[src/rtl/vga_pkg.sv]
// Shared VGA timing presets and colour-bar definitions for the vga_timing_core slice.
// The bar pattern is only used when VGA_TEST_PATTERN_EN is defined.
package vga_pkg;

    typedef struct packed {
        int h_active;
        int h_fp;
        int h_sync;
        int h_bp;
        int v_active;
        int v_fp;
        int v_sync;
        int v_bp;
    } vga_timing_t;

    localparam vga_timing_t VGA_640X480  = '{640, 16, 96, 48, 480, 10, 2, 33};
    localparam vga_timing_t VGA_800X600  = '{800, 40, 128, 88, 600, 1, 4, 23};
    localparam vga_timing_t VGA_1024X768 = '{1024, 24, 136, 160, 768, 3, 6, 29};

    // One bit per channel {R,G,B}; widened to COLOR_BITS by the consumer.
    localparam logic [2:0] BAR_RGB [8] = '{
        3'b111, 3'b110, 3'b011, 3'b010, 3'b101, 3'b100, 3'b001, 3'b000
    };

    // Bar width is H_ACTIVE/8; any remainder falls into the last (black) bar.
    function automatic logic [2:0] bar_rgb(input logic [15:0] x, input int h_active);
        int         bar_w;
        logic [2:0] idx;
        bar_w = (h_active < 8) ? 1 : h_active / 8;
        idx   = 3'd7;
        for (int i = 6; i >= 0; i--) begin
            if (int'(x) < (i + 1) * bar_w) begin
                idx = 3'(i);
            end
        end
        return BAR_RGB[idx];
    endfunction

endpackage

[src/rtl/vga_delay_line.sv]
// Enable-gated shift register of configurable width and depth; depth 0 is a wire.
// Reset loads every stage with RESET_VAL so a flushed pipe reads as blanking.
module vga_delay_line #(
    parameter int               WIDTH     = 1,
    parameter int               DEPTH     = 1,
    parameter logic [WIDTH-1:0] RESET_VAL = '0
) (
    input  logic             clk,
    input  logic             rst,
    input  logic             en,
    input  logic [WIDTH-1:0] din,
    output logic [WIDTH-1:0] dout
);

    if (DEPTH == 0) begin : g_pass
        logic unused_ctrl;
        assign unused_ctrl = ^{clk, rst, en};
        assign dout = din;
    end else begin : g_shift
        logic [WIDTH-1:0] stages [DEPTH];

        always_ff @(posedge clk) begin
            if (rst) begin
                for (int i = 0; i < DEPTH; i++) begin
                    stages[i] <= RESET_VAL;
                end
            end else if (en) begin
                stages[0] <= din;
                for (int i = 1; i < DEPTH; i++) begin
                    stages[i] <= stages[i-1];
                end
            end
        end

        assign dout = stages[DEPTH-1];
    end

endmodule

[src/rtl/vga_timing_core.sv]
// VGA raster timing generator with delayed sync/blanking aligned to an external pixel pipe.
// Optional macro VGA_TEST_PATTERN_EN adds a test_mode input selecting 8 vertical colour bars.
module vga_timing_core
    import vga_pkg::*;
#(
    parameter int H_ACTIVE   = VGA_640X480.h_active,
    parameter int H_FP       = VGA_640X480.h_fp,
    parameter int H_SYNC     = VGA_640X480.h_sync,
    parameter int H_BP       = VGA_640X480.h_bp,
    parameter int V_ACTIVE   = VGA_640X480.v_active,
    parameter int V_FP       = VGA_640X480.v_fp,
    parameter int V_SYNC     = VGA_640X480.v_sync,
    parameter int V_BP       = VGA_640X480.v_bp,
    parameter bit HSYNC_POL  = 1'b0,
    parameter bit VSYNC_POL  = 1'b0,
    parameter int COLOR_BITS = 4,
    parameter int PIPE_DLY   = 2
) (
    input  logic                    clk,
    input  logic                    rst,
    input  logic                    pix_en,
`ifdef VGA_TEST_PATTERN_EN
    input  logic                    test_mode,
`endif
    input  logic [3*COLOR_BITS-1:0] color_in,
    output logic                    hsync,
    output logic                    vsync,
    output logic                    video_active,
    output logic [3*COLOR_BITS-1:0] color_o,
    output logic [15:0]             x_coord,
    output logic [15:0]             y_coord,
    output logic                    line_start,
    output logic                    frame_start
);

    localparam int H_TOTAL = H_ACTIVE + H_FP + H_SYNC + H_BP;
    localparam int V_TOTAL = V_ACTIVE + V_FP + V_SYNC + V_BP;

    if (H_TOTAL > 65536 || V_TOTAL > 65536) begin : g_bad_total
        $error("vga_timing_core: H_TOTAL/V_TOTAL exceed 16-bit counter range");
    end
    if (PIPE_DLY < 0 || PIPE_DLY > 15) begin : g_bad_dly
        $error("vga_timing_core: PIPE_DLY must be within 0..15");
    end

    localparam logic [15:0] H_LAST   = 16'(H_TOTAL - 1);
    localparam logic [15:0] V_LAST   = 16'(V_TOTAL - 1);
    localparam logic [16:0] H_ACT_END = 17'(H_ACTIVE);
    localparam logic [16:0] HS_BEG    = 17'(H_ACTIVE + H_FP);
    localparam logic [16:0] HS_END    = 17'(H_ACTIVE + H_FP + H_SYNC);
    localparam logic [16:0] V_ACT_END = 17'(V_ACTIVE);
    localparam logic [16:0] VS_BEG    = 17'(V_ACTIVE + V_FP);
    localparam logic [16:0] VS_END    = 17'(V_ACTIVE + V_FP + V_SYNC);

    logic [15:0] h_cnt;
    logic [15:0] v_cnt;
    logic [16:0] h_ext;
    logic [16:0] v_ext;
    logic        hs_raw;
    logic        vs_raw;
    logic        act_raw;
    logic        hs_d;
    logic        vs_d;
    logic        act_d;
    logic [3*COLOR_BITS-1:0] pix_color;

    always_ff @(posedge clk) begin
        if (rst) begin
            h_cnt <= '0;
            v_cnt <= '0;
        end else if (pix_en) begin
            if (h_cnt == H_LAST) begin
                h_cnt <= '0;
                v_cnt <= (v_cnt == V_LAST) ? 16'd0 : v_cnt + 16'd1;
            end else begin
                h_cnt <= h_cnt + 16'd1;
            end
        end
    end

    assign h_ext   = {1'b0, h_cnt};
    assign v_ext   = {1'b0, v_cnt};
    assign hs_raw  = (h_ext >= HS_BEG && h_ext < HS_END) ? HSYNC_POL : ~HSYNC_POL;
    assign vs_raw  = (v_ext >= VS_BEG && v_ext < VS_END) ? VSYNC_POL : ~VSYNC_POL;
    assign act_raw = (h_ext < H_ACT_END) && (v_ext < V_ACT_END);

    assign x_coord = h_cnt;
    assign y_coord = v_cnt;

    // Pulses mark the clock on which the origin coordinate is consumed by an advance.
    assign line_start  = pix_en && !rst && (h_cnt == 16'd0);
    assign frame_start = pix_en && !rst && (h_cnt == 16'd0) && (v_cnt == 16'd0);

    vga_delay_line #(
        .WIDTH    (3),
        .DEPTH    (PIPE_DLY),
        .RESET_VAL({~HSYNC_POL, ~VSYNC_POL, 1'b0})
    ) u_ctrl_dly (
        .clk (clk),
        .rst (rst),
        .en  (pix_en),
        .din ({hs_raw, vs_raw, act_raw}),
        .dout({hs_d, vs_d, act_d})
    );

`ifdef VGA_TEST_PATTERN_EN
    logic [15:0] x_d;
    logic [2:0]  bar;

    // The bar index follows the coordinate that color_in would belong to.
    vga_delay_line #(
        .WIDTH    (16),
        .DEPTH    (PIPE_DLY),
        .RESET_VAL(16'd0)
    ) u_x_dly (
        .clk (clk),
        .rst (rst),
        .en  (pix_en),
        .din (h_cnt),
        .dout(x_d)
    );

    assign bar       = bar_rgb(x_d, H_ACTIVE);
    assign pix_color = test_mode ? {{COLOR_BITS{bar[2]}}, {COLOR_BITS{bar[1]}}, {COLOR_BITS{bar[0]}}}
                                 : color_in;
`else
    assign pix_color = color_in;
`endif

    always_ff @(posedge clk) begin
        if (rst) begin
            hsync        <= ~HSYNC_POL;
            vsync        <= ~VSYNC_POL;
            video_active <= 1'b0;
            color_o      <= '0;
        end else if (pix_en) begin
            hsync        <= hs_d;
            vsync        <= vs_d;
            video_active <= act_d;
            color_o      <= act_d ? pix_color : '0;
        end
    end

endmodule
[config.mk]
export PLATFORM = sky130hd
export DESIGN_NAME = vga_timing_core
export DESIGN_NICKNAME = d
export VERILOG_FILES = /design/src/rtl/vga_pkg.sv /design/src/rtl/vga_delay_line.sv /design/src/rtl/vga_timing_core.sv
export SDC_FILE = /design/constraint.sdc
export NUM_CORES = 1
export LEC_CHECK = 0
export CAP_MARGIN = 40
export CELL_PAD_IN_SITES_DETAIL_PLACEMENT = 2
export CELL_PAD_IN_SITES_GLOBAL_PLACEMENT = 2
export CORE_AREA = 2 2 96 98
export DETAILED_ROUTE_END_ITERATION = 6
export DIE_AREA = 0 0 98 100
export GPL_TIMING_DRIVEN = 1
export PLACE_DENSITY_LB_ADDON = 0.1
export SETUP_SLACK_MARGIN = 0.4
export SLEW_MARGIN = 20
export SYNTH_ARGS = -nofsm -noshare
export SYNTH_HDL_FRONTEND = slang
export SYNTH_SLANG_ARGS = --single-unit
[constraint.sdc]
create_clock -name clk -period 2.7 [get_ports clk]
set_input_delay 0.81 -clock clk [delete_from_list [all_inputs] [get_ports clk]]
set_output_delay 0.81 -clock clk [all_outputs]
set_load 0.01 [all_outputs]
==> results of run 1 <==
-- cell usage in the layout, fill, tap and decap left out, types with 4 or more instances in the layout --
| cell | instances |
|---|---|
| buf_4 | 64 |
| clkdlybuf4s50_1 | 59 |
| dfxtp_1 | 42 |
| nor2_1 | 38 |
| nand2_1 | 16 |
| nand3_1 | 16 |
| a22oi_1 | 12 |
| xor2_1 | 12 |
| o21ai_0 | 10 |
| nand4_1 | 9 |
| inv_1 | 7 |
| buf_6 | 7 |
| edfxtp_1 | 6 |
| ha_1 | 5 |
| clkbuf_8 | 5 |
| dfxtp_2 | 5 |
| or4_4 | 4 |
| nor3_1 | 4 |
| a21oi_1 | 4 |
| o31ai_2 | 4 |
| or3_1 | 4 |
-- power breakdown --
| group | internal, mW | switching, mW |
|---|---|---|
| sequential | 0.809 | 0.00537 |
| clock | 0.369 | 0.282 |
| combinational | 0.0821 | 0.0757 |
-- metrics by stage --
stage / worst slack (ns) / power [mW] / TNS [ns]
global placement: -1.03 / 0.959 / -1.84
CTS: -0.434 / 1.63 / -0.603
floorplan: 0.0443 / 0.887 / 0
detailed placement: -1.07 / 0.965 / -2.05
global route: -0.512 / 1.68 / -0.782
finish: -0.423 / 1.62 / -0.569
-- worst max-delay path, cell delays in order (launching register included) --
cell      delay, ns
dfxtp_2        0.33
or4_4          0.54
or3_4          0.35
or3_4          0.35
nor4bb_4       0.26
buf_2          0.17
-- synth_stat cells (2+ instances only) --
cell,number,area [sq um]
or4_4,3,33.8
dfxtp_1,47,941
and3_1,3,18.8
xnor2_1,2,17.5
o2111ai_1,2,17.5
buf_6,2,22.5
nand3_1,17,85.1
nand4_1,9,56.3
inv_1,8,30.0
or3_1,7,43.8
o31ai_1,8,60.1
clkbuf_1,7,26.3
nor4_1,4,25.0
edfxtp_1,6,180
nand2_1,16,60.1
a22oi_1,12,90.1
and2_1,2,12.5
nand2b_1,2,12.5
or2_2,3,18.8
nor2_1,39,146
nor2b_1,2,12.5
and2b_2,2,17.5
ha_1,5,62.6
nor3_1,4,20.0
a41oi_1,2,17.5
buf_2,2,10.0
a21oi_1,5,25.0
a31oi_1,2,12.5
and4_1,3,26.3
xor2_1,12,105
mux2i_1,2,20.0
o21ai_0,15,75.1
-- sequential cells by signal, indices dropped and copies added (netlist names) --
name,cells
video_active,1
vsync,1
x_coord,16
hsync,1
u_ctrl_dly.g_shift.stages,6
y_coord,16
color_o,12
-- cell families (layout without fill, tap and decap cells) --
kind of cell               count (synthesis)  in the layout  share of synthesized area
AOI/OAI and AO/OA                         50             50                      0.136
xor gates and xnor gates                  14             14                     0.0496
adders and majority gates                  5              5                     0.0253
buffers and inverters                     21            150                     0.0425
DFF                                       53             53                      0.454
muxes                                      3              3                     0.0127
and+or+nand+nor                          127            127                      0.280
-- area by class of cell --
class / instances / share of cell area
multi-input cells: 199 / 0.354
clock inverters: 3 / 0.0161
repair buffers: 134 / 0.292
flip-flops and latches: 53 / 0.279
well taps: 111 / 0.0344
clock buffers: 5 / 0.0170
inverters: 8 / 0.00743
-- timing repair --
item | 4_1_cts | 5_1_grt
resized for setup | 22 | 40
setup buffers | 14 | 3
pin swaps | 5 | 13
setup endpoints to repair | 18 | 16
-- routing by layer --
layer	vias to the layer above	part of all wire
li1	1245	-
met1	1323	0.45
met2	51	0.51
met3	10	0.028
met4	0	0.014
met5	-	0
-- path summary, 6_finish.rpt --
| check | from | to | cells past startpoint |
|---|---|---|---|
| max reg2reg | x_coord[14]$_SDFFE_PP0P_ | y_coord[3]$_SDFFE_PP0P_ | 7 |
| min reg2reg | u_ctrl_dly.g_shift.stages[0][5]$_SDFFCE_PN1P_ | hsync$_SDFFE_PP1P_ | 2 |
| max | y_coord[15]$_SDFFE_PP0P_ | frame_start | 5 |
| min | u_ctrl_dly.g_shift.stages[0][5]$_SDFFCE_PN1P_ | hsync$_SDFFE_PP1P_ | 2 |
==> summary.txt, run 1 <==
Run status
  – Outcome: finished, violations left
  – Failing checks: negative setup slack

STA
  – Fmax: between 0.3 and 0.4 GHz
  – Worst slew pin tran: 0.591 ns
  – Slew HR: 0.603
  – Crit share post-route: 1.16
  – Final Setup Violations: 3
  – RSZ-0062 raised after global routing: true
  – Final hold violations: 0
  – Slew Limit Fails: 0
  – Fin crit period: 3.12 ns
  – Hold WS: about 0.47 ns
  – Clock skew: between 0.007 and 0.008 ns
  – Min setup slack post-route: -0.423 ns

Layout
  – Final Cell Area: around 0.004 sq mm
  – Ant diodes: 0
  – Final Core Density: 0.454
  – Final layout net count: ~420
  – Seq. cell area: around 0.0011 sq mm
  – FILL cells: 975
  – Area Overhead vs Synth: 63.4%
  – Fraction of layout cells with a size suffix above 1: 0.313
  – Multi-input logic area: between 0.001 and 0.0015 sq mm
  – Non-Filler Instances: just over 500

Global route
  – Met3 usage in global routing: 0.0320
  – Global routing's busiest layer: met2
  – All-Layer GR Usage: 0.191
  – GRT overflow: 0
  – Met2 Use GR: 0.328
  – Vias in the first global route: between 2000 and 3000
  – Antenna violations before repair: 0
  – Largest net degree at the start of global routing: 23
  – First-pass GRT wire length: roughly 15 mm
  – Met1 GRT Util: 0.247

Flow run
  – Max-Cap Viols: 0

Routing
  – Router iterations before antenna repair: 4
  – WL/cell: about 19 um
  – Final ANT Viol Nets: 0
  – Via Count: 2629
  – Post-Route WL: ~9.9 mm
  – Routed vias/inst: just over 5
  – Post-route DRC: 0
  – First DRT Iteration DRCs: 76

Synth
  – Post-Syn Instances: ~270
  – YS warnings: 0
  – Post-Synthesis Cell Area: roughly 0.0025 sq mm
  – Synth Register Bits: 53
  – Post-synthesis async set-or-reset flop share: 0
  – Post-Syn Nets: slightly below 300
  – Netlist cell types: 50
  – Sequential fraction of the synthesis area: 0.454
  – Top FF cell, synth: dfxtp_1
  – EDFF count, synth: 6
  – Syn avg cell area: 9.05 sq um

Die
  – FP Rows: 35
  – Core Region: roughly 0.0089 sq mm
  – Chip Height: around 100 um
  – Die Area: a little under 0.01 sq mm
  – Initial Util: 0.278
  – Die Wd: 98 um
  – Num ports: 64

Worst setup path
  – Register-to-Register Setup Slack: around 0.36 ns
  – CP endpoint kind: primary output
  – Worst Setup Path Type: reg -> out
  – Critical path data required time: 1.89 ns
  – Arrival time worst endpoint: around 2.3 ns
  – CP Launch Type: flop
  – Crit path max fanout: 2

Clock network
  – CTS tree: built
  – Clock transition at path regs: around 0.10 ns
  – Root buf cell: clkbuf_8
  – Max clock buf depth: 2
  – # clock sinks: 53
  – Num CTS Buffers: 5
  – Hold buffers post-CTS: 0
  – Clock Latency Late Sink: about 0.32 ns
  – CTS H-tree depth: 2

Worst hold path
  – Hold WC Path Type: reg -> reg

Place
  – Port buffer count: 63
  – Placed inst area: about 0.0036 sq mm
  – GP Congestion: approximately 0.8
  – Cells after DPL: around 490
  – Post-DP HPWL: approximately 6.1 mm

Power and ir drop
  – Pleak: around 1.6 nW
  – PwrDens: 402 mW/mm^2
  – Peak supply drop: around 190 uV
(Power assumes the default switching activity.)
==> run 2: changes to the inputs <==
--- a/config.mk
+++ b/config.mk
@@ -8,9 +8,12 @@
 export CAP_MARGIN = 40
 export CELL_PAD_IN_SITES_DETAIL_PLACEMENT = 2
 export CELL_PAD_IN_SITES_GLOBAL_PLACEMENT = 2
-export CORE_AREA = 2 2 96 98
+export CORE_AREA = 2 2 85 87
+export CTS_CLUSTER_SIZE = 16
 export DETAILED_ROUTE_END_ITERATION = 6
-export DIE_AREA = 0 0 98 100
+export DIE_AREA = 0 0 87 89
+export DONT_BUFFER_PORTS = 1
+export GPL_ROUTABILITY_DRIVEN = 0
 export GPL_TIMING_DRIVEN = 1
 export PLACE_DENSITY_LB_ADDON = 0.1
 export SETUP_SLACK_MARGIN = 0.4
==> run 2 against run 1 <==
The flow still finishes with violations (negative setup slack). Final cell count fell by 25%. Sequential power rose by 0.7%. Clock skew grew 0.0017 ns. Clock-buffer cell count unchanged. Core utilization down 1.6 points. Setup slack improved by 0.069 ns. Total power down 15%. Cell area decreased by 27%. First-iteration DRC count decreased by 57%. Hold slack improved by 0.023 ns. Die area down 21%. Non-clock buffer count decreased by 96.
==> summary.txt, run 2 (synthesis gave the netlist of run 1 again) <==
Die
  – Initial Util: 0.368
  – Num ports: 64
  – FP Rows: 30
  – Chip Height: ~89 um
  – Die Wd: 87 um
  – Core Region: around 0.0067 sq mm
  – Die Area: about 0.0077 sq mm

Place
  – Port buffer count: 0
  – Placed inst area: roughly 0.0028 sq mm
  – Pre-CTS setup slack: -0.0221 ns
  – Post-DP HPWL: approximately 5.5 mm
  – Cells after DPL: between 300 and 400

Routing
  – Post-Route WL: ~7.6 mm
  – WL/cell: slightly below 20 um
  – Post-route DRC: 0
  – Via Count: 2221
  – Routed vias/inst: about 5.8
  – Final ANT Viol Nets: 0
  – Router iterations before antenna repair: 4
  – First DRT Iteration DRCs: 33

Layout
  – Final Cell Area: just under 0.003 sq mm
  – Ant diodes: 0
  – Non-Filler Instances: 386
  – Most frequent cells in the layout: dfxtp_1, nor2_1, buf_4
  – Final Core Density: 0.439
  – Area Overhead vs Synth: 19.3%
  – Fraction of layout cells with a size suffix above 1: 0.232
  – Most common cell after layout, fill and taps aside: dfxtp_1
  – Final layout net count: about 330

Clock network
  – CTS H-tree depth: 2
  – CTS tree: built
  – Clock transition at path regs: 0.10 ns
  – Hold buffers post-CTS: 0
  – Max clock buf depth: 2
  – Clock Latency Late Sink: between 0.3 and 0.4 ns
  – Root buf cell: clkbuf_8
  – Num CTS Buffers: 5
  – # clock sinks: 53

Worst setup path
  – CP Launch Type: flop
  – Crit path max fanout: 2
  – Register-to-Register Setup Slack: roughly 0.5 ns
  – Worst Setup Path Type: reg -> out
  – Worst r2r src: y_coord[15]$_SDFFE_PP0P_
  – FF-to-FF path depth: 4
  – CP endpoint kind: primary output
  – Reg2reg end: u_ctrl_dly.g_shift.stages[0][1]$_SDFFCE_PN1P_
  – Arrival time worst endpoint: about 2.2 ns
  – Critical path data required time: about 1.9 ns

STA
  – Slew Limit Fails: 0
  – Slew HR: 0.611
  – Final Setup Violations: 2
  – Min setup slack post-route: -0.354 ns
  – Fmax: 0.327 GHz
  – RSZ-0062 raised after global routing: true
  – Crit share post-route: 1.13
  – Fin crit period: about 3 ns
  – Clock skew: 0.00870 ns
  – Final hold violations: 0
  – Worst slew pin tran: 0.579 ns

Global route
  – First-pass GRT wire length: about 12 mm
  – All-Layer GR Usage: 0.207
  – Antenna violations before repair: 0
  – Largest net degree at the start of global routing: 24
  – GRT overflow: 0
  – Vias in the first global route: 2400

Worst hold path
  – Hold Path End: hsync$_SDFFE_PP1P_
  – Hold WC Path Type: reg -> reg
  – Hold_sp: u_ctrl_dly.g_shift.stages[0][5]$_SDFFCE_PN1P_
  – Hold path depth: 2

Run status
  – Failing checks: negative setup slack
  – Outcome: finished, violations left

Power and ir drop
  – Pleak: between 1 and 1.5 nW
  – PwrDens: 468 mW/mm^2
  – Peak supply drop: about 180 uV

Flow run
  – Max-Cap Viols: 0
## run 2: final cells by class
type | count | area, sq um
fillers | 757 | 3770
multi-input cells | 199 | 1310
flip-flops and latches | 53 | 1130
repair buffers | 38 | 289
well taps | 80 | 100
clock buffers | 5 | 68.8
inverters | 8 | 30.0
clock inverters | 3 | 25.0
## run 2: worst max-delay path: stages, from the launching register on
cell and delay, ns:
dfxtp_2 0.33, or4_4 0.54, or3_4 0.35, or3_4 0.35, nor4bb_4 0.36
## run 2: metrics by stage
step           power, mW  hold slack, ns  setup TNS (ns)
6_report            1.38           0.496          -0.365
5_1_grt             1.44           0.540          -0.461
4_1_cts             1.40           0.500          -0.386
3_5_place_dp       0.911           0.486         -0.0221
3_3_place_gp       0.907           0.444               0
2_1_floorplan      0.887           0.438               0
## run 2: worst max path at each step
stage                                  start     endpoint  depth (start not counted)
floorplan           y_coord[15]$_SDFFE_PP0P_  frame_start                          4
global placement    y_coord[15]$_SDFFE_PP0P_  frame_start                          4
detailed placement  y_coord[15]$_SDFFE_PP0P_  frame_start                          4
CTS                 y_coord[15]$_SDFFE_PP0P_  frame_start                          4
global route        y_coord[15]$_SDFFE_PP0P_  frame_start                          4
finish              y_coord[15]$_SDFFE_PP0P_  frame_start                          4
## run 2: timing repair
item | CTS | global route
endpoints found under the setup margin | 13 | 11
setup buffers | 2 | 1
pin swaps | 2 | 2
resized for setup | 6 | 5
gates cloned | 0 | 0
endpoints found under the hold margin | 0 | 0
## run 2: where the power goes
| part | switching [mW] | total, mW | internal, mW |
|---|---|---|---|
| Sequential | 0.0108 | 0.820 | 0.809 |
| Combinational | 0.0438 | 0.0796 | 0.0358 |
| Clock | 0.291 | 0.479 | 0.188 |
| Total | 0.345 | 1.38 | 1.03 |
## run 2: metal layers
layer	vias up	GRT usage	routed length [um]
met3	4	0.0406	300
met4	0	0.0426	58
met1	1115	0.256	3270
met5	-	0	0
met2	47	0.374	3940
li1	1055	-	-
